--- config.mk ---
export PLATFORM = sky130hd
export DESIGN_NAME = keypad_entry_ctrl
export DESIGN_NICKNAME = d
export VERILOG_FILES = /design/src/rtl/keypad_pkg.sv /design/src/rtl/key_debouncer.sv /design/src/rtl/keypad_entry_ctrl.sv
export SDC_FILE = /design/constraint.sdc
export NUM_CORES = 1
export LEC_CHECK = 0
export CAP_MARGIN = 20
export CORE_MARGIN = 2
export CORE_UTILIZATION = 53
export DETAILED_ROUTE_END_ITERATION = 12
export PLACE_DENSITY = 0.8
export SKIP_CTS_REPAIR_TIMING = 1
export SLEW_MARGIN = 20
export SYNTH_ARGS = -nofsm -noshare
export SYNTH_HDL_FRONTEND = slang
export SYNTH_SLANG_ARGS = --single-unit
--- constraint.sdc ---
create_clock -name clock_i -period 2.65 [get_ports clock_i]
set_input_delay 0.265 -clock clock_i [delete_from_list [all_inputs] [get_ports clock_i]]
set_output_delay 0.265 -clock clock_i [all_outputs]
set_load 0.01 [all_outputs]
--- src/rtl/keypad_pkg.sv ---
// Shared definitions for the keypad front end: BCD width, the "no key"
// code, the debounce state encoding and the keypad priority encoder.
package keypad_pkg;

  localparam int              BCD_W  = 4;
  localparam logic [BCD_W-1:0] NO_KEY = 4'hF;

  typedef enum logic [1:0] {
    IDLE,
    CHECK,
    HELD,
    RELEASE
  } deb_state_e;

  // Highest-index pressed key wins; no key pressed gives NO_KEY.
  function automatic logic [BCD_W-1:0] key_encode(input logic [9:0] keys);
    logic [BCD_W-1:0] code;
    code = NO_KEY;
    for (int k = 0; k < 10; k++) begin
      if (keys[k]) code = BCD_W'(k);
    end
    return code;
  endfunction

endpackage

--- src/rtl/key_debouncer.sv ---
// Key debounce FSM with optional auto-repeat (macro KEYPAD_REPEAT_EN).
// Produces a one-cycle accept together with the candidate code.
//
// state   | meaning
// --------+-------------------------------------------------------------
// IDLE    | no key being tracked, waiting for any key
// CHECK   | candidate latched, counting consecutive stable samples
// HELD    | key accepted and still down (repeat timer runs if enabled)
// RELEASE | key lifted, waiting for a stable no-key period
module key_debouncer
  import keypad_pkg::*;
#(
  parameter int DEBOUNCE_CYC = 8,
  parameter int REPEAT_CYC   = 64
) (
  input  logic             clock_i,
  input  logic             clearn_i,
  input  logic             en_i,
  input  logic [BCD_W-1:0] code_i,
  output logic             accept_o,
  output logic [BCD_W-1:0] cand_o
);

  localparam int           DW       = $clog2(DEBOUNCE_CYC);
  // The sample that moves IDLE->CHECK is the first stable one, so the
  // counter only has to cover the remaining DEBOUNCE_CYC-1 samples.
  localparam logic [DW-1:0] CHK_LAST = DW'(DEBOUNCE_CYC - 2);
  localparam logic [DW-1:0] REL_LAST = DW'(DEBOUNCE_CYC - 2);

  deb_state_e       state_q, state_d;
  logic [DW-1:0]    cnt_q, cnt_d;
  logic [BCD_W-1:0] cand_q, cand_d;

`ifdef KEYPAD_REPEAT_EN
  localparam int           RW       = $clog2(REPEAT_CYC + 1);
  localparam logic [RW-1:0] RPT_LAST = RW'(REPEAT_CYC - 1);
  logic [RW-1:0] rpt_q, rpt_d;

  // Auto-repeat timer register.
  always_ff @(posedge clock_i or negedge clearn_i) begin
    if (!clearn_i) rpt_q <= '0;
    else           rpt_q <= rpt_d;
  end
`endif

  // FSM state, debounce counter and candidate code registers.
  always_ff @(posedge clock_i or negedge clearn_i) begin
    if (!clearn_i) begin
      state_q <= IDLE;
      cnt_q   <= '0;
      cand_q  <= NO_KEY;
    end else begin
      state_q <= state_d;
      cnt_q   <= cnt_d;
      cand_q  <= cand_d;
    end
  end

  // Next-state logic and accept generation.
  always_comb begin
    state_d  = state_q;
    cnt_d    = cnt_q;
    cand_d   = cand_q;
    accept_o = 1'b0;
`ifdef KEYPAD_REPEAT_EN
    rpt_d    = rpt_q;
`endif
    if (en_i) begin
      state_d = IDLE;
      cnt_d   = '0;
`ifdef KEYPAD_REPEAT_EN
      rpt_d   = '0;
`endif
    end else begin
      case (state_q)
        IDLE: begin
          if (code_i != NO_KEY) begin
            state_d = CHECK;
            cand_d  = code_i;
            cnt_d   = '0;
          end
        end
        CHECK: begin
          if (code_i == cand_q) begin
            if (cnt_q == CHK_LAST) begin
              state_d  = HELD;
              accept_o = 1'b1;
              cnt_d    = '0;
`ifdef KEYPAD_REPEAT_EN
              rpt_d    = '0;
`endif
            end else begin
              cnt_d = cnt_q + 1'b1;
            end
          end else begin
            state_d = IDLE;
          end
        end
        HELD: begin
          if (code_i == NO_KEY) begin
            state_d = RELEASE;
            cnt_d   = '0;
`ifdef KEYPAD_REPEAT_EN
            rpt_d   = '0;
`endif
          end else begin
`ifdef KEYPAD_REPEAT_EN
            // Only an unbroken hold of the accepted key repeats.
            if (code_i == cand_q) begin
              if (rpt_q == RPT_LAST) begin
                accept_o = 1'b1;
                rpt_d    = '0;
              end else begin
                rpt_d = rpt_q + 1'b1;
              end
            end else begin
              rpt_d = '0;
            end
`endif
          end
        end
        RELEASE: begin
          if (code_i != NO_KEY) begin
            state_d = HELD;
          end else if (cnt_q == REL_LAST) begin
            state_d = IDLE;
          end else begin
            cnt_d = cnt_q + 1'b1;
          end
        end
        default: state_d = IDLE;
      endcase
    end
  end

  assign cand_o = cand_q;

endmodule

--- src/rtl/keypad_entry_ctrl.sv ---
// Keypad front end for the timer datapath: debounce + BCD encode, digit
// entry register, and the pgt_tick timing output (key strobe in entry
// mode, divided clock in run mode). Build option KEYPAD_REPEAT_EN enables
// auto-repeat in the debouncer.
module keypad_entry_ctrl
  import keypad_pkg::*;
#(
  parameter int DIGITS       = 4,
  parameter int DEBOUNCE_CYC = 8,
  parameter int PULSE_LEN    = 8,
  parameter int TICK_DIV     = 100,
  parameter int REPEAT_CYC   = 64
) (
  input  logic                         clock_i,
  input  logic                         clearn_i,
  input  logic                         en_i,
  input  logic [9:0]                   keypad_i,
  input  logic                         clear_entry_i,
  output logic [BCD_W-1:0]             bcd_o,
  output logic                         key_valid_o,
  output logic [4*DIGITS-1:0]          entry_o,
  output logic [$clog2(DIGITS+1)-1:0]  digit_count_o,
  output logic                         overflow_o,
  output logic                         pgt_tick_o
);

  localparam int            CW         = $clog2(DIGITS + 1);
  localparam int            PW         = $clog2(PULSE_LEN + 1);
  localparam int            VW         = $clog2(TICK_DIV);
  localparam logic [CW-1:0] CNT_FULL   = CW'(DIGITS);
  localparam logic [PW-1:0] PULSE_INIT = PW'(PULSE_LEN);
  localparam logic [VW-1:0] DIV_LAST   = VW'(TICK_DIV - 1);

  logic [BCD_W-1:0]    code;
  logic                accept;
  logic [BCD_W-1:0]    cand;
  logic                take;

  logic [BCD_W-1:0]    bcd_q, bcd_d;
  logic                key_valid_q, key_valid_d;
  logic [4*DIGITS-1:0] entry_q, entry_d, entry_shift;
  logic [CW-1:0]       count_q, count_d;
  logic                ovf_q, ovf_d;
  logic [PW-1:0]       pulse_q, pulse_d;
  logic [VW-1:0]       div_q, div_d;

  assign code = key_encode(keypad_i);

  key_debouncer #(
    .DEBOUNCE_CYC (DEBOUNCE_CYC),
    .REPEAT_CYC   (REPEAT_CYC)
  ) u_deb (
    .clock_i  (clock_i),
    .clearn_i (clearn_i),
    .en_i     (en_i),
    .code_i   (code),
    .accept_o (accept),
    .cand_o   (cand)
  );

  if (DIGITS == 1) begin : g_one_digit
    assign entry_shift = cand;
  end else begin : g_multi_digit
    assign entry_shift = {entry_q[4*DIGITS-5:0], cand};
  end

  // A clear in the same cycle discards the accept entirely.
  assign take = accept & ~clear_entry_i;

  // Entry register, strobe counter and run-mode divider next state.
  always_comb begin
    bcd_d       = bcd_q;
    key_valid_d = take;
    entry_d     = entry_q;
    count_d     = count_q;
    ovf_d       = ovf_q;
    pulse_d     = pulse_q;
    div_d       = div_q;

    if (clear_entry_i) begin
      entry_d = '0;
      count_d = '0;
      ovf_d   = 1'b0;
    end else if (take) begin
      bcd_d   = cand;
      entry_d = entry_shift;
      if (count_q == CNT_FULL) ovf_d   = 1'b1;
      else                     count_d = count_q + 1'b1;
    end

    if (en_i)                pulse_d = '0;
    else if (take)           pulse_d = PULSE_INIT;
    else if (pulse_q != '0)  pulse_d = pulse_q - 1'b1;

    if (!en_i)                div_d = '0;
    else if (div_q == DIV_LAST) div_d = '0;
    else                     div_d = div_q + 1'b1;
  end

  // Output and counter registers.
  always_ff @(posedge clock_i or negedge clearn_i) begin
    if (!clearn_i) begin
      bcd_q       <= NO_KEY;
      key_valid_q <= 1'b0;
      entry_q     <= '0;
      count_q     <= '0;
      ovf_q       <= 1'b0;
      pulse_q     <= '0;
      div_q       <= '0;
    end else begin
      bcd_q       <= bcd_d;
      key_valid_q <= key_valid_d;
      entry_q     <= entry_d;
      count_q     <= count_d;
      ovf_q       <= ovf_d;
      pulse_q     <= pulse_d;
      div_q       <= div_d;
    end
  end

  assign bcd_o         = bcd_q;
  assign key_valid_o   = key_valid_q;
  assign entry_o       = entry_q;
  assign digit_count_o = count_q;
  assign overflow_o    = ovf_q;
  assign pgt_tick_o    = en_i ? (div_q == DIV_LAST) : (pulse_q != '0);

endmodule

==> metrics.md <==
| Metric | Value |
|---|---|
| Status | finished with violations |
| Failing checks | hold timing |
| CTS Root Cell | clkbuf_8 |
| Leak | 1.24 nW |
| DR vias | 1,982 |
| Most frequent cells in the layout | 40 x nand2_1, 38 x clkdlybuf4s50_1, 37 x dfrtp_1, 30 x a21oi_1, 18 x nor2_1 |
| Initial DRC count | 106 |
| Final period util | 95.6% |
| Final nets | approximately 320 |
| Cell Area, Synth | approximately 2400 µm² |
| Final setup skew | 0.00211 ns |
| Starting density of the core | about 55% |
| Critical-path cell list | or4b_2 -> o21ai_2 -> a21boi_1 -> clkdlybuf4s50_1 |
| Initial antenna violation count | 0 |
| Max IR drop VDD | between 300 and 400 µV |
| Mapped Avg Cell Area | 9.78 µm² |
| Sequential share of power | about half |
| Clock Power Share | between 20% and 30% |
| Post-DRT Antenna Nets | 0 |
| Flops & latches, synth | 45 |
| H-tree levels | 2 |
| Vias per cell | 5.63 |
| Synth-to-Final Area Change | 25.1% |
| Critical path class | reg2out |
| Grt total ovfl | 0 |
| Share of flip-flops with an asynchronous set or reset | 100% |
| Reg2reg path depth | 7 |
| Row count | 24 |
| Hold Vio Cnt, Final | 37 |
| Pin count of the biggest net entering global routing | 46 |
| Fillcell total | 354 |
| Die Y | 71.4 µm |
| WHS | -0.0438 ns |
| Post-synthesis sequential area ratio | 47.2% |
| All-Layer GR Usage | 21.7% |
| Worst path max stage delay | 0.70 ns |
| Number of port buffers | 39 |
| Power Density | 493 nW/µm² |
| Sw Ratio | 28.5% |
| Comb pwr share | 20.6% |
| Cell Int Power | 0.00106 W |
| Die width | 71.4 µm |
| Instance count on the critical path | 4 |
| Drt total wl | around 5.1 mm |
| First-pass GRT wire length | roughly 8.8 mm |
| R2R setup slack | 0.29 ns |
| Max_slew headroom | a little over three fifths |
| Clock buffer depth | 2 |
| Reg-to-Reg End | entry_o[13] |
| Critical Path End Type | primary output |
| Buf/Inv on CP | 1 |
| Startpoint types | flop |
| Top_reg_cell synth | dfrtp_1 |
| Final HPWL DP | 3.71 mm |
| # IOs | 40 |
| WP data arrival | 2.27 ns |
| Slowest stage cell, crit path | or4b_2 |
| Post-route minimum period | 2.53 ns |
| Synth unique cells | 62 |
| Crit path max fanout | 4 |
| Reg-to-Reg Start | u_deb.cand_o[2] |
| Die area | 5090 µm² |
| Design area | 3010 µm² |
| CP delay by family, top | simple AND/OR/NAND/NOR gates |
| Final setup vio count | 0 |
| Core region area | roughly 4400 µm² |
| Worst Tran Pin Value | 0.549 ns |
| Reg clk slew, reported paths | about 0.080 ns |
| Worst min path class | in2async |
| DRC violations left | 0 |
| Synth Instances | 246 |
| Syn. warnings | 0 |
| Clock sinks | 45 |
| CTS tree | yes |
| Worst-skew pair later-pin latency | 0.29 ns |
| Routability cong. | 0.795 |
| Wire length per cell | 14.4 µm |
| Layout cells sized above 1 | 17.3% |
| Number of synthesized flops with an enable pin | 0 |
| Total CTS buffers | 5 |
| 1st-pass router iterations | 4 |
| Number of global-route vias before repair | between 1,500 and 2,000 |
| Worst path required time | between 2 and 2.5 ns |
| Fmax | 395 MHz |
| DP Area | 2920 µm² |
| Max Cap Viol | 0 |
| Diode count | 0 |
| Most common cell after layout, fill and taps aside | nand2_1 |
| Pins Over Slew Limit | 0 |
| Switch Pwr | 0.000423 W |
| Net Count, Synth | 266 |
==> power groups by stage <==
stage / logic [W] / registers, W / clock network, W
floorplan: 0.000206 / 0.000766 / 0
global placement: 0.000285 / 0.000780 / 0
detailed placement: 0.000301 / 0.000782 / 0
CTS: 0.000305 / 0.000769 / 0.000422
global route: 0.000339 / 0.000775 / 0.000448
finish: 0.000305 / 0.000769 / 0.000408
==> layer usage <==
layer / vias to the layer above / routed length (µm) / part of all wire [%] / global-route usage [%]
met4: 0 / 41 / 0.81 / 5.03
met5: - / 0 / 0 / 0
met3: 4 / 173 / 3.4 / 4.50
met1: 963 / 2340 / 46 / 29.6
met2: 33 / 2510 / 49 / 35.8
li1: 982 / - / - / -
==> per-stage QoR <==
step | TNS, ns | util, % | std cells | power [W] | setup WS (ns)
5_1_grt | -0.0194 | 69.1 | 352 | 0.00156 | -0.0194
3_5_place_dp | 0 | 67.0 | 344 | 0.00108 | 0.0235
6_report | 0 | 69.1 | 352 | 0.00148 | 0.116
2_1_floorplan | 0 | - | 246 | 0.000972 | 0.565
3_3_place_gp | 0 | 67.0 | 344 | 0.00107 | 0.0843
4_1_cts | 0 | 69.0 | 352 | 0.00150 | 0.0119
==> cells by family after synthesis <==
group,synth area share (%)
buffers and inverters,3.17
AOI/OAI and AO/OA,16.1
muxes,3.85
adders and majority gates,3.12
and+or+nand+nor,25.1
DFF,47.2
xor gates and xnor gates,1.46
==> area by class of cell <==
cell class / count / area (µm²) / share of cell area [%]
tap: 52 / 65.1 / 2.16
inverter: 7 / 26.3 / 0.873
clock inverter: 1 / 7.51 / 0.249
sequential: 45 / 1140 / 37.8
clock buffer: 7 / 76.3 / 2.54
timing repair buffer: 54 / 500 / 16.6
multi-input combinational: 186 / 1200 / 39.8
==> worst max-delay path by stage <==
stage / start / end / slack, ns
floorplan: u_deb.cand_o[2] / bcd_o[0] / 0.57
global placement: keypad_i[7] / u_deb.cnt_q[1] / 0.08
detailed placement: keypad_i[7] / entry_o[13] / 0.02
CTS: div_q[3] / pgt_tick_o / 0.01
global route: div_q[3] / pgt_tick_o / -0.02
finish: div_q[3] / pgt_tick_o / 0.12
==> sequential cells by signal (all words and copies together) (netlist names) <==
signal         cells
div_q              7
key_valid_o        1
u_deb.cnt_q        3
u_deb.state_q      2
bcd_o              4
entry_o           16
pulse_q            4
u_deb.cand_o       4
digit_count_o      3
overflow_o         1
==> Yosys cell counts, drive strengths merged, types with 5 or more instances <==
master  instances  share of area [%]
a21oi          31                6.6
dfrtp          37                 38
dfstp           8                8.7
ha              6                3.1
inv             7                1.1
mux2            6                3.4
nand2          40                6.2
nand3           7                1.7
nor2           19                3.6
nor3            6                1.2
o21ai           8                1.7
or3             5                1.5
Note: power is estimated with default switching activity, not from simulation.
